## src/rtl/lfsr_stream_crypt.sv

```systemverilog
// Streaming LFSR stream cipher: encrypts with host taps/seed, or recovers the key from a padded preamble and decrypts.
// One-cycle latency through a single output register; input is refused while that register holds an unaccepted byte.
module lfsr_stream_crypt #(
  parameter int LFSR_W = 7,
  parameter int MSG_LEN = 64,
  parameter int NUM_PTRN = 9,
  parameter logic [NUM_PTRN*7-1:0] PTRN_TABLE =
    {7'h60, 7'h48, 7'h78, 7'h72, 7'h6A, 7'h69, 7'h5C, 7'h7E, 7'h7B},
  parameter logic [7:0] PAD_CHAR = 8'h20,
  parameter int TRAIN_LEN = 10
) (
  input  logic              clk,
  input  logic              rst,
  input  logic              start,
  output logic              ack,
  input  logic              mode,
  input  logic [LFSR_W-1:0] taps,
  input  logic [LFSR_W-1:0] seed,
  input  logic              in_valid,
  input  logic [7:0]        in_data,
  output logic              in_ready,
  output logic              out_valid,
  output logic [7:0]        out_data,
  input  logic              out_ready,
  output logic [LFSR_W-1:0] key_seed,
  output logic [3:0]        key_idx,
  output logic              key_fail,
  output logic [7:0]        par_err_cnt
);

  typedef enum logic [1:0] {IDLE, RUN, DONE} state_t;
  state_t state_q, state_d;

  logic              mode_q;
  logic [LFSR_W-1:0] taps_q;
  logic [LFSR_W-1:0] lfsr_q;
  logic [7:0]        count_q;
  logic [LFSR_W-1:0] cand_q   [NUM_PTRN];
  logic [LFSR_W-1:0] cand_nxt [NUM_PTRN];
  logic [NUM_PTRN-1:0] alive_q, alive_nxt, match;

  logic              accept, out_fire, training, fail_nxt, par_err;
  logic [3:0]        sel;
  logic [LFSR_W-1:0] pad_seed;
  logic [6:0]        enc_c;
  logic [7:0]        enc_byte, dec_byte, plain;

  function automatic logic [LFSR_W-1:0] lfsr_step(input logic [LFSR_W-1:0] s,
                                                   input logic [LFSR_W-1:0] t);
    return {s[LFSR_W-2:0], ^(s & t)};
  endfunction

  assign ack      = (state_q == DONE);
  assign in_ready = (state_q == RUN) && (count_q < 8'(MSG_LEN)) && (!out_valid || out_ready);
  assign accept   = in_valid && in_ready;
  assign out_fire = out_valid && out_ready;

  always_comb begin
    state_d = state_q;
    case (state_q)
      IDLE:    if (!start) state_d = RUN;
      RUN:     if (out_fire && count_q == 8'(MSG_LEN)) state_d = DONE;
      DONE:    if (start) state_d = IDLE;
      default: state_d = IDLE;
    endcase
  end

  // Every candidate runs in parallel; training prunes those that fail to reproduce the pad.
  always_comb begin
    pad_seed  = in_data[LFSR_W-1:0] ^ PAD_CHAR[LFSR_W-1:0];
    training  = (count_q < 8'(TRAIN_LEN));
    match     = '0;
    for (int k = 0; k < NUM_PTRN; k++) begin
      cand_nxt[k] = lfsr_step(cand_q[k], PTRN_TABLE[(NUM_PTRN-1-k)*7 +: LFSR_W]);
      match[k]    = ((in_data[6:0] ^ 7'(cand_nxt[k])) == PAD_CHAR[6:0]);
    end
    alive_nxt = training ? (alive_q & match) : alive_q;
    fail_nxt  = key_fail || (alive_nxt == '0);
    sel       = 4'd0;
    for (int k = NUM_PTRN-1; k >= 0; k--)
      if (alive_nxt[k]) sel = 4'(k);
    if (fail_nxt) sel = 4'd0;
    plain = {1'b0, in_data[6:0] ^ 7'(cand_nxt[sel])};
    if (count_q == 8'd0)   dec_byte = PAD_CHAR;
    else if (training)     dec_byte = fail_nxt ? plain : PAD_CHAR;
    else                   dec_byte = plain;
    enc_c    = in_data[6:0] ^ 7'(lfsr_q);
    enc_byte = {^enc_c, enc_c};
    par_err  = in_data[7] ^ (^in_data[6:0]);
  end

  always_ff @(posedge clk or posedge rst) begin
    if (rst) begin
      state_q     <= IDLE;
      mode_q      <= 1'b0;
      taps_q      <= '0;
      lfsr_q      <= '0;
      count_q     <= 8'd0;
      alive_q     <= '0;
      for (int k = 0; k < NUM_PTRN; k++) cand_q[k] <= '0;
      out_valid   <= 1'b0;
      out_data    <= 8'd0;
      key_seed    <= '0;
      key_idx     <= 4'hF;
      key_fail    <= 1'b0;
      par_err_cnt <= 8'd0;
    end else begin
      state_q <= state_d;
      if (state_q == IDLE && !start) begin
        mode_q      <= mode;
        taps_q      <= taps;
        lfsr_q      <= seed;
        count_q     <= 8'd0;
        par_err_cnt <= 8'd0;
        key_fail    <= 1'b0;
        key_idx     <= 4'hF;
        out_valid   <= 1'b0;
        if (!mode) key_seed <= seed;
      end else if (state_q == RUN) begin
        if (out_fire) out_valid <= 1'b0;
        if (accept) begin
          out_valid <= 1'b1;
          count_q   <= count_q + 8'd1;
          if (!mode_q) begin
            out_data <= enc_byte;
            lfsr_q   <= lfsr_step(lfsr_q, taps_q);
          end else begin
            out_data <= dec_byte;
            if (par_err && par_err_cnt != 8'hFF) par_err_cnt <= par_err_cnt + 8'd1;
            if (count_q == 8'd0) begin
              for (int k = 0; k < NUM_PTRN; k++) cand_q[k] <= pad_seed;
              alive_q  <= '1;
              key_seed <= pad_seed;
              key_fail <= (pad_seed == '0);
            end else begin
              for (int k = 0; k < NUM_PTRN; k++) cand_q[k] <= cand_nxt[k];
              alive_q  <= alive_nxt;
              key_fail <= fail_nxt;
              if (count_q == 8'(TRAIN_LEN-1)) key_idx <= sel;
            end
          end
        end
      end
    end
  end

endmodule

```

## config.mk

```make
export PLATFORM = sky130hd
export DESIGN_NAME = lfsr_stream_crypt
export DESIGN_NICKNAME = d
export VERILOG_FILES = /design/src/rtl/lfsr_stream_crypt.sv
export SDC_FILE = /design/constraint.sdc
export NUM_CORES = 1
export LEC_CHECK = 0
export CORE_MARGIN = 3
export CORE_UTILIZATION = 50
export CTS_BUF_LIST = sky130_fd_sc_hd__clkbuf_2
export DETAILED_ROUTE_END_ITERATION = 7
export PLACE_DENSITY = 0.69
export SYNTH_ARGS = -nofsm -noshare
export SYNTH_HDL_FRONTEND = slang
export SYNTH_SLANG_ARGS = --single-unit
```

## constraint.sdc

```tcl
create_clock -name clk -period 11 [get_ports clk]
set_input_delay 2.2 -clock clk [delete_from_list [all_inputs] [get_ports clk]]
set_output_delay 2.2 -clock clk [all_outputs]
set_load 0.02 [all_outputs]
```

Yosys cells after proc, flatten, opt, wreduce, memory -nomap -nowiden:

Index checks and enable logic that the tools add are counted.
W data, S select, Z words.

* register bits after elaboration: 126
* bits of input ports: 28
* output and inout bits: 31
* word-level logic and storage cells: 164

* add/sub/neg operators: 2
* magnitude comparators: 3
* equal/unequal tests: 20
* multiplexer cells: 57
* bitwise operators: 17
* reduce and logical (&&, ||, !) cells: 44

Operators by type and width (count)
* $mux W7: 15
* $reduce_xor A7 Y1: 12
* $xor A7 B7 Y7: 11
* $mux W8: 9
* $mux W4: 16
* $eq A7 B6 Y1 const B: 9
* $mux W63: 1
* $bmux W7 S4: 1
* $mux W9: 2
* $add A8 B1 Y8 const B: 2
* $reduce_and A3 Y1: 4
* $reduce_bool A2 Y1: 6
* $reduce_and A5 Y1: 2
* $and A9 B9 Y9: 1
* $logic_not A9 Y1: 1
* $mux W1: 9
* $eq A8 B4 Y1 const B: 1
* $eq A8 B7 Y1 const B: 1
* $logic_not A8 Y1: 1
* $lt A8 B4 Y1 const B: 1
* $lt A8 B7 Y1 const B: 1
* $ne A2 B2 Y1 const B: 4
* $ne A8 B8 Y1 const B: 1
* $reduce_and A4 Y1: 2
* 17 further kinds: 30

Depth between registers and ports, before layout:

* depth in word-level cells: 24
* depth in mapped cells: 14
* gate-level depth less buffers: 10

Least setup slack after synthesis:

Ideal clock, no wire load.

* path type: in2out
* from: input out_ready
* to: output in_ready
* arrival time: 2638 ps
* data required time: 8800 ps
* path slack: 6162 ps
* stages on the path: 2
* buffers on the path: 0
* path through: inv_1 a21oi_1

* longest elaborated chain between the ends: 2

RTL lines
* start: declaration: line 24 `input logic out_ready,`
* $logic_or A1 B1 Y1: line 54 `assign in_ready = (state_q == RUN) && (count_q < 8'(MSG_LEN)) && (!out_valid || out_ready);`
* $logic_and A1 B1 Y1: line 54
* end: declaration: line 21 `output logic in_ready,`

No other way between the ends.

Final worst setup path:

Ends and elaborated chain as after synthesis.

==> out/qor.yml <==
drt:
  drt-pass1-iter-count: 5
  vias: 6528
  antenna_left: 0
  wl_per_cell_um: 19.41
  drt_iter0_markers: 633
  avgViaCountPerCell: 5.792
  drcViolationCount: 0
  totalWireLength_mm: 21.87
logic_synthesis:
  synth-compound-area-share_pct: 18.44
  async_reset_ff_share_pct: 100.0
  synth_area_leaders: "dfrtp_1 39%, xnor2_1 9.3%, nand2_1 6.2%"
  synth_top_family_by_area: "compound AO/OA/AOI/OAI gates"
  synth-xor-area-share_pct: 15.17
  synth_simple_gate_area_share_pct: 15.40
  yosys_warnings: 0
  synth_top_area_share_pct: 38.75
  yosysTopAreaCell: "dfrtp_1"
  synthMuxAreaShare_pct: 5.685
  yosysMostFrequentCell: "nand2_1"
  synthTopCellsByCount: "131 x nand2_1, 122 x dfrtp_1, 96 x o21ai_0"
  yosysUniqueCellTypes: 71
  mappedNetlistArea_um2: 7879
  synth-edff-count: 0
  synth_fa_ha_area_share_pct: 1.112
  synthFlopType: "dfrtp_1"
  syn_nets: 907
  ys_seq_area_share_pct: 40.08
  syn_area_per_cell_um2: 9.035
  syn_inst: 872
  synth-seq-cells: 126
worst_setup_path:
  crit_path_end_kind: "primary output"
  cp.required_ns: 8.80
  path_max_fanout: 3
  critical_path_class: "in -> out"
  critPathLaunchType: "primary input"
  cp.arrival_ns: 3.56
layout:
  fin_area_um2: 8842
  final_nets: 937
  layout.cells.non_filler: 1127
  drive_above_1_share_pct: 8.415
  area_delta_synth_final_pct: 12.23
  fill_cells: 1416
  fin_util_pct: 57.74
global_routing:
  met2_usage_pct: 36.93
  grt_util_all_layers_pct: 25.27
  gr-total-overflow: 0
  grt_util_met1_pct: 38.16
  grt-busiest-layer: "met1"
  grt_pass1_vias: 5965
  grt_pass1_wl_mm: 34.40
  met3_usage_pct: 4.518
  grt_max_degree: 77
  antenna_found_initial: 1
cts:
  postCtsSetupBuffers: 0
  clk_path_buf_depth: 2
  cts-root-buf: "clkbuf_2"
  cts_tree: "built"
  clk_pin_slew_ns: 0.20
  numCtsBuffers: 17
  clkSinkCount: 126
  post_cts_resize_count: 0
  cts_max_level: 4
  clock_latency_ns: 0.72
  postCtsHoldBufs: 0
floorplan:
  die_h_um: 131.5
  num_rows: 45
  core_area_um2: 15310
  die_w_um: 131.5
  io_pins: 59
  start_util_pct: 51.45
  die_area_um2: 17300
hold_path:
  hold_class: "reg -> reg"
pwr:
  p_seq_share_pct: 34.1
  p_per_area_nw_per_um2: 302.8
  switchingPower_mw: 1.210
  p_leak_nw: 3.826
  total_power_mw: 2.677
  power_frac_comb_pct: 52.3
  switching_share_pct: 45.19
  ir_worst_vdd_v: 0.0001234
  power_frac_clock_pct: 13.6
  internal_power_mw: 1.467
place:
  portBuffers: 58
  gp_congestion: 0.9261
  dp.cells: 1094
  hpwlAfterDp_mm: 15.60
  dpl_cell_area_um2: 8537
  post-place-ws_ns: 4.800
run_status:
  status: "completed"
timing:
  maxSlewViolCount: 0
  worstMarginPinSlew_ns: 1.002
  fin_skew_ns: 0.03492
  worst_slack_ns: 5.242
  period_share_pct: 52.35
  final-setup-viol-count: 0
  rsz0062_at_grt: "false"
  fmax_mhz: 173.7
  relSlewSlack_pct: 32.93
  finalHoldViolCount: 0
  min_period_ns: 5.758
  setup_tns_ns: 0
  hold_ws_ns: 0.5058
flow_run:
  maxCapViolCount: 0
## sequential cells by signal, indices dropped and copies added (netlist names)
register and cells:
mode_q 1, par_err_cnt 8, cand_nxt 54, state_q 2, key_fail 1, count_q 8, taps_q 7, key_seed 7
cand_q 9, key_idx 4, out_valid 1, alive_q 9, out_data 8, lfsr_q 7
## metal layers
layer / up-vias / routed length (µm)
li1: 3125 / -
met1: 3133 / 10120
met2: 236 / 9664
met3: 34 / 1583
met4: 0 / 510
met5: - / 0
## worst paths after layout
check	start	endpoint	slack, ns	cells past startpoint
hold / removal	taps_q[3]	taps_q[3]	0.51	2
max in group asynchronous	rst	cand_q[34]	7.75	3
hold reg to reg	taps_q[3]	taps_q[3]	0.51	2
setup / recovery	out_ready	in_ready	5.24	4
min in group asynchronous	rst	par_err_cnt[1]	1.96	2
setup reg to reg	count_q[7]	out_data[0]	7.11	10
## power groups by stage
| stage | Clock [mW] | Combinational, mW | Sequential, mW |
|---|---|---|---|
| final | 0.364 | 1.40 | 0.913 |
| after global routing | 0.390 | 1.51 | 0.932 |
| after CTS | 0.370 | 1.39 | 0.902 |
| after detailed placement | 0 | 1.39 | 0.912 |
| after global placement | 0 | 1.37 | 0.910 |
| after floorplan | 0 | 1.01 | 0.872 |
## critical path: stages
cell	delay, ns
clkdlybuf4s50_1	0.48
inv_1	0.04
a21oi_1	0.20
clkdlybuf4s50_1	0.64
## cell type report
type,count,area (µm²),area share [%]
Sequential cell,126,3158,35.72
Tap cell,211,264.0,2.986
Timing Repair Buffer,65,633.1,7.160
Inverter,18,72.57,0.8207
Antenna cell,1,2.502,0.02830
Multi-Input combinational cell,674,4409,49.87
Clock buffer,18,90.09,1.019
Clock inverter,14,212.7,2.406
## placed cells by master, fill, tap and decap left out, drive strengths merged, types with 4 or more instances in the layout
master	n
a211o	4
a211oi	9
a21o	10
a21oi	57
a31oi	11
and2	5
buf	7
bufinv	5
clkbuf	18
clkdlybuf4s50	58
clkinv	5
dfrtp	122
dfstp	4
ha	7
inv	21
mux2	6
mux2i	38
nand2	131
nand3	26
nand4	10
nor2	48
nor3	17
nor4	6
o2111ai	7
o211ai	8
o21ai	97
o22ai	6
o31ai	4
or2	9
or3	4
xnor2	86
xnor3	7
xor2	28
## logic make-up (layout without fill, tap and decap cells)
family | Yosys count | after routing
mux | 44 | 44
buf+inv | 72 | 115
compound gates | 234 | 234
flops | 126 | 126
fa+ha+maj | 7 | 7
other cells | 0 | 1
xor+xnor | 122 | 122
simple gates | 267 | 267
Note: power is estimated with default switching activity, not from simulation.
